--- src/rtl/hdlc_rx_framer.sv ---
// HDLC receive framer: flag/abort detection on an 8-bit history window,
// zero deletion and LSB-first byte assembly on the bit leaving the window.
module hdlc_rx_framer #(
  parameter int MAX_FRAME  = 128,
  parameter int ABORT_ONES = 7,
  localparam int SIZE_W    = $clog2(MAX_FRAME + 1)
) (
  input  logic              Clk,
  input  logic              Rst,
  input  logic              Rx,
  input  logic              RxEN,
  output logic [7:0]        Rx_Data,
  output logic              Rx_NewByte,
  output logic              Rx_ValidFrame,
  output logic              Rx_FlagDetect,
  output logic              Rx_AbortDetect,
  output logic              Rx_EoF,
  output logic              Rx_FrameError,
  output logic              Rx_Overflow,
  output logic [SIZE_W-1:0] Rx_FrameSize
);

  typedef enum logic {HUNT, FRAME} state_t;

  localparam logic [SIZE_W-1:0] MAX_CNT = SIZE_W'(MAX_FRAME);

  state_t              state, stateN;
  logic [7:0]          hist, histN;      // newest bit at [7]
  logic [7:0]          histVld, vldN;    // marks history bits that are data, not flag
  logic [7:0]          shReg, shN;
  logic [2:0]          bitCnt, bitN;
  logic [SIZE_W-1:0]   byteCnt, byteN;
  logic [2:0]          onesCnt, onesN;
  logic                seen, seenN;      // a data bit accepted since the last flag
  logic [7:0]          dataN;
  logic [SIZE_W-1:0]   sizeN;
  logic                errN, ovfN, nbN, flagN, abortN, eofN;
  logic                dBit, dVld, accept, isFlag, isAbort;

  assign Rx_ValidFrame = (state == FRAME) && seen;

  // State and output registers
  always_ff @(posedge Clk) begin
    if (Rst) begin
      state          <= HUNT;
      hist           <= '0;
      histVld        <= '0;
      shReg          <= '0;
      bitCnt         <= '0;
      byteCnt        <= '0;
      onesCnt        <= '0;
      seen           <= 1'b0;
      Rx_Data        <= '0;
      Rx_FrameSize   <= '0;
      Rx_FrameError  <= 1'b0;
      Rx_Overflow    <= 1'b0;
      Rx_NewByte     <= 1'b0;
      Rx_FlagDetect  <= 1'b0;
      Rx_AbortDetect <= 1'b0;
      Rx_EoF         <= 1'b0;
    end else begin
      state          <= stateN;
      hist           <= histN;
      histVld        <= vldN;
      shReg          <= shN;
      bitCnt         <= bitN;
      byteCnt        <= byteN;
      onesCnt        <= onesN;
      seen           <= seenN;
      Rx_Data        <= dataN;
      Rx_FrameSize   <= sizeN;
      Rx_FrameError  <= errN;
      Rx_Overflow    <= ovfN;
      Rx_NewByte     <= nbN;
      Rx_FlagDetect  <= flagN;
      Rx_AbortDetect <= abortN;
      Rx_EoF         <= eofN;
    end
  end

  // Next-state: data bit first, then flag/abort so a byte finishing on the
  // flag's last bit is counted in the closing frame
  always_comb begin
    stateN  = state;
    histN   = hist;
    vldN    = histVld;
    shN     = shReg;
    bitN    = bitCnt;
    byteN   = byteCnt;
    onesN   = onesCnt;
    seenN   = seen;
    dataN   = Rx_Data;
    sizeN   = Rx_FrameSize;
    errN    = Rx_FrameError;
    ovfN    = Rx_Overflow;
    nbN     = 1'b0;
    flagN   = 1'b0;
    abortN  = 1'b0;
    eofN    = 1'b0;
    dBit    = hist[0];
    dVld    = histVld[0];
    accept  = 1'b0;
    isFlag  = 1'b0;
    isAbort = 1'b0;

    if (RxEN) begin
      histN   = {Rx, hist[7:1]};
      vldN    = {1'b1, histVld[7:1]};
      isFlag  = (histN == 8'h7E);
      isAbort = &histN[7:8-ABORT_ONES];
      flagN   = isFlag;
      abortN  = isAbort;

      if (state == FRAME && isAbort) begin
        // drop the partial frame; the next flag reinitialises everything
        stateN = HUNT;
        seenN  = 1'b0;
      end else if (state == FRAME) begin
        if (dVld) begin
          if (dBit) begin
            accept = 1'b1;
            if (onesCnt != 3'd7) onesN = onesCnt + 3'd1;
          end else begin
            accept = (onesCnt != 3'd5);   // stuffed zero is dropped
            onesN  = 3'd0;
          end
          if (accept) begin
            seenN = 1'b1;
            shN   = {dBit, shReg[7:1]};
            if (bitCnt == 3'd7) begin
              bitN = 3'd0;
              if (byteCnt == MAX_CNT) begin
                ovfN = 1'b1;
              end else begin
                byteN = byteCnt + SIZE_W'(1);
                dataN = shN;
                nbN   = 1'b1;
              end
            end else begin
              bitN = bitCnt + 3'd1;
            end
          end
        end
        if (isFlag) begin
          if (byteN != '0 || bitN != 3'd0) begin
            eofN  = 1'b1;
            sizeN = byteN;
            errN  = (bitN != 3'd0);
          end
          byteN = '0;
          bitN  = 3'd0;
          onesN = 3'd0;
          ovfN  = 1'b0;
          seenN = 1'b0;
          vldN  = '0;
        end
      end else if (isFlag) begin
        stateN = FRAME;
        byteN  = '0;
        bitN   = 3'd0;
        onesN  = 3'd0;
        ovfN   = 1'b0;
        seenN  = 1'b0;
        vldN   = '0;
      end
    end
  end

endmodule

--- config.mk ---
export PLATFORM = sky130hd
export DESIGN_NAME = hdlc_rx_framer
export DESIGN_NICKNAME = d
export VERILOG_FILES = /design/src/rtl/hdlc_rx_framer.sv
export SDC_FILE = /design/constraint.sdc
export NUM_CORES = 1
export LEC_CHECK = 0
export ABC_AREA = 1
export CAP_MARGIN = 5
export CORE_ASPECT_RATIO = 1.75
export CORE_MARGIN = 4
export CORE_UTILIZATION = 28
export CTS_CLUSTER_SIZE = 16
export DETAILED_ROUTE_END_ITERATION = 8
export PLACE_DENSITY_LB_ADDON = 0.05
export SKIP_CTS_REPAIR_TIMING = 1
export SYNTH_ARGS = -nofsm -noshare
export SYNTH_HDL_FRONTEND = slang
export SYNTH_SLANG_ARGS = --single-unit
export TNS_END_PERCENT = 100
--- constraint.sdc ---
create_clock -name Clk -period 5.7 [get_ports Clk]
set_input_delay 1.14 -clock Clk [delete_from_list [all_inputs] [get_ports Clk]]
set_output_delay 1.14 -clock Clk [all_outputs]
set_load 0.1 [all_outputs]
==> results.txt <==
Critical Path AT -> 2080 ps
Max-cap violations -> 0
CP startpoint -> state
most frequent cell after synthesis -> nand2_1
vias in the first global route -> 2,549
setup slack, reg-to-reg -> 3470 ps
cts bufs inserted -> 9
Leakage -> 1.51 nW
worst reg2reg path depth -> 13
Non-Filler Instances -> 555
antenna viol nets, final -> 0
Final Cycle Share -> 56.4%
hold crit path type -> flop to flop
mapped cell area -> 2840 um2
asr flop ratio synth -> 0%
Final Hold Fails -> 0
first-pass GRT wire length -> 12,400 um
Initial Util -> 28.7%
wire per inst -> 13.4 um
worst reg2reg endpoint -> Rx_FrameSize[7]
pwr/cell area -> 289 nW/um2
GP Congestion -> 0.806
setup violators final -> 0
DR pass1 iterations -> 4
post-synth top area cell -> dfxtp_1
Synth Flop Type -> dfxtp_1
Placed Cells -> 539
fin crit period -> 3220 ps
DRC Markers -> 0
Max IR drop VDD -> 0.133 mV
vias per cell -> 4.59
total wire length -> 7460 um
H-Tree Depth -> 3
GRT overflow -> 0
Layout area overhead -> 23.2%
top-area cell type share of the netlist area -> 43.0%
total inserted antenna cells -> 0
syn_area_per_cell -> 7.12 um2
slew margin rel. -> 33.7%
EDFF count, synth -> 0
flop and latch count out of synthesis -> 61
Die X -> 84.2 um
worst r2r src -> bitCnt[1]
clk buf depth -> 2
Post-Synthesis Net Count -> 410
sequential area share after synthesis -> 43.0%
Sum Neg Setup Slack -> 0 ps
GRT Util Overall -> 13.2%
Crit Path Max Fanout -> 7
Post-Syn Instances -> 399
CP required -> 4560 ps
Core ar. -> 9910 um2
dpl ws -> 2330 ps
Final nets -> 436
Die ar. -> 11,900 um2
Clk pin slew, worst setup/hold paths -> 50 ps
Clock Latency Late Sink -> 320 ps
CP Class -> flop to primary output
CP endpoint kind -> primary output
Synth warnings -> 0
DP Wirelength -> 5300 um
Yosys cell types -> 33
post-route cell area -> 3500 um2
num ports -> 27
Root Driver -> clkbuf_16
IO buf count -> 26
Std-Cell Rows -> 48
DR vias -> 2,550
die height -> 141 um
Setup crit end -> Rx_ValidFrame
initial DRC count -> 87
largest net degree at the start of global routing -> 38
area post-placement -> 3200 um2
run status -> completed
Fmax achieved -> 311 MHz
most instantiated cells after synthesis -> 85 x nand2_1, 80 x nor2_1, 61 x dfxtp_1
CTS tree -> built
worst clock skew -> 4.77 ps
crit start category -> flop
Final Slew Violations -> 0
final core occ -> 35.4%
setup slack after layout -> 2480 ps
largest cells by area after synthesis -> dfxtp_1 43%, nand2_1 11%, nor2_1 11%
worst slew pin tran -> 991 ps
share of cells above drive strength 1 -> 9.53%
clock sinks -> 61
RSZ-0062 raised after global routing -> false
initial antenna violation count -> 0
-- layout make-up --
class / count / area [um2]
clock buffers: 13 / 260
fillers: 1064 / 6410
clock inverters: 3 / 43.8
multi-input cells: 287 / 1410
repair buffers: 27 / 268
inverters: 39 / 149
well taps: 125 / 156
flip-flops and latches: 61 / 1220
-- registers in the layout, summed over array words and instances (netlist names) --
signal,flops
Rx_Data,8
Rx_FrameSize,8
byteCnt,8
histVld,8
hist,8
shReg,7
bitCnt,3
onesCnt,3
Rx_AbortDetect,1
Rx_EoF,1
Rx_FlagDetect,1
Rx_FrameError,1
Rx_NewByte,1
Rx_Overflow,1
seen,1
state,1
-- layout by cell type (no fill, tap or decap), drive strengths merged --
master and instances:
nand4 5, a22oi 2, clkdlybuf4s50 26, inv 37, a311oi 1, clkbuf 13
buf 1, a31oi 1, nand2 91, nand3 34, nor2 89, bufinv 1
ha 7, or2 1, dfxtp 61, o21ai 33, a21oi 21, nor3 2
clkinv 4
-- per-layer routing --
| metal | GRT usage (%) | share of wire, % | vias to the layer above |
|---|---|---|---|
| li1 | - | - | 1331 |
| met1 | 14.2 | 41 | 1171 |
| met2 | 24.7 | 55 | 34 |
| met3 | 3.02 | 2.3 | 14 |
| met4 | 5.00 | 1.9 | 0 |
| met5 | 0 | 0 | - |
-- power breakdown --
group          switching [mW]  total, mW  internal, mW
sequential            0.00332      0.435         0.431
clock                   0.192      0.554         0.362
combinational          0.0173     0.0241       0.00687
total                   0.212       1.01         0.801
-- worst min-delay path by stage --
stage                from         end  slack [ps]  cells past startpoint
2_1_floorplan  histVld[1]  histVld[1]         450                      2
3_3_place_gp     shReg[1]  Rx_Data[0]         460                      2
3_5_place_dp   histVld[4]  histVld[4]         460                      2
4_1_cts        histVld[4]  histVld[4]         470                      2
5_1_grt        histVld[5]  histVld[5]         480                      2
6_report       histVld[4]  histVld[4]         460                      2
-- critical path, stage by stage, from the launching register on --
cell and delay [ps]:
dfxtp_1 470, nand2_1 100, inv_1 60, clkdlybuf4s50_1 1130
-- metrics by stage --
| step | power [mW] | hold slack [ps] |
|---|---|---|
| floorplan | 0.460 | 446 |
| global placement | 0.469 | 457 |
| detailed placement | 0.469 | 458 |
| CTS | 1.03 | 467 |
| global route | 1.05 | 482 |
| finish | 1.01 | 464 |
-- logic make-up (layout without fill, tap and decap cells) --
kind of cell / Yosys count / in the layout / share of synthesized area [%]
and+or+nand+nor: 222 / 222 / 35.7
DFF: 61 / 61 / 43.0
AOI/OAI and AO/OA: 58 / 58 / 10.7
buffers and inverters: 51 / 82 / 7.61
adders and majority gates: 7 / 7 / 3.08
Note: power is estimated with default switching activity, not from simulation.
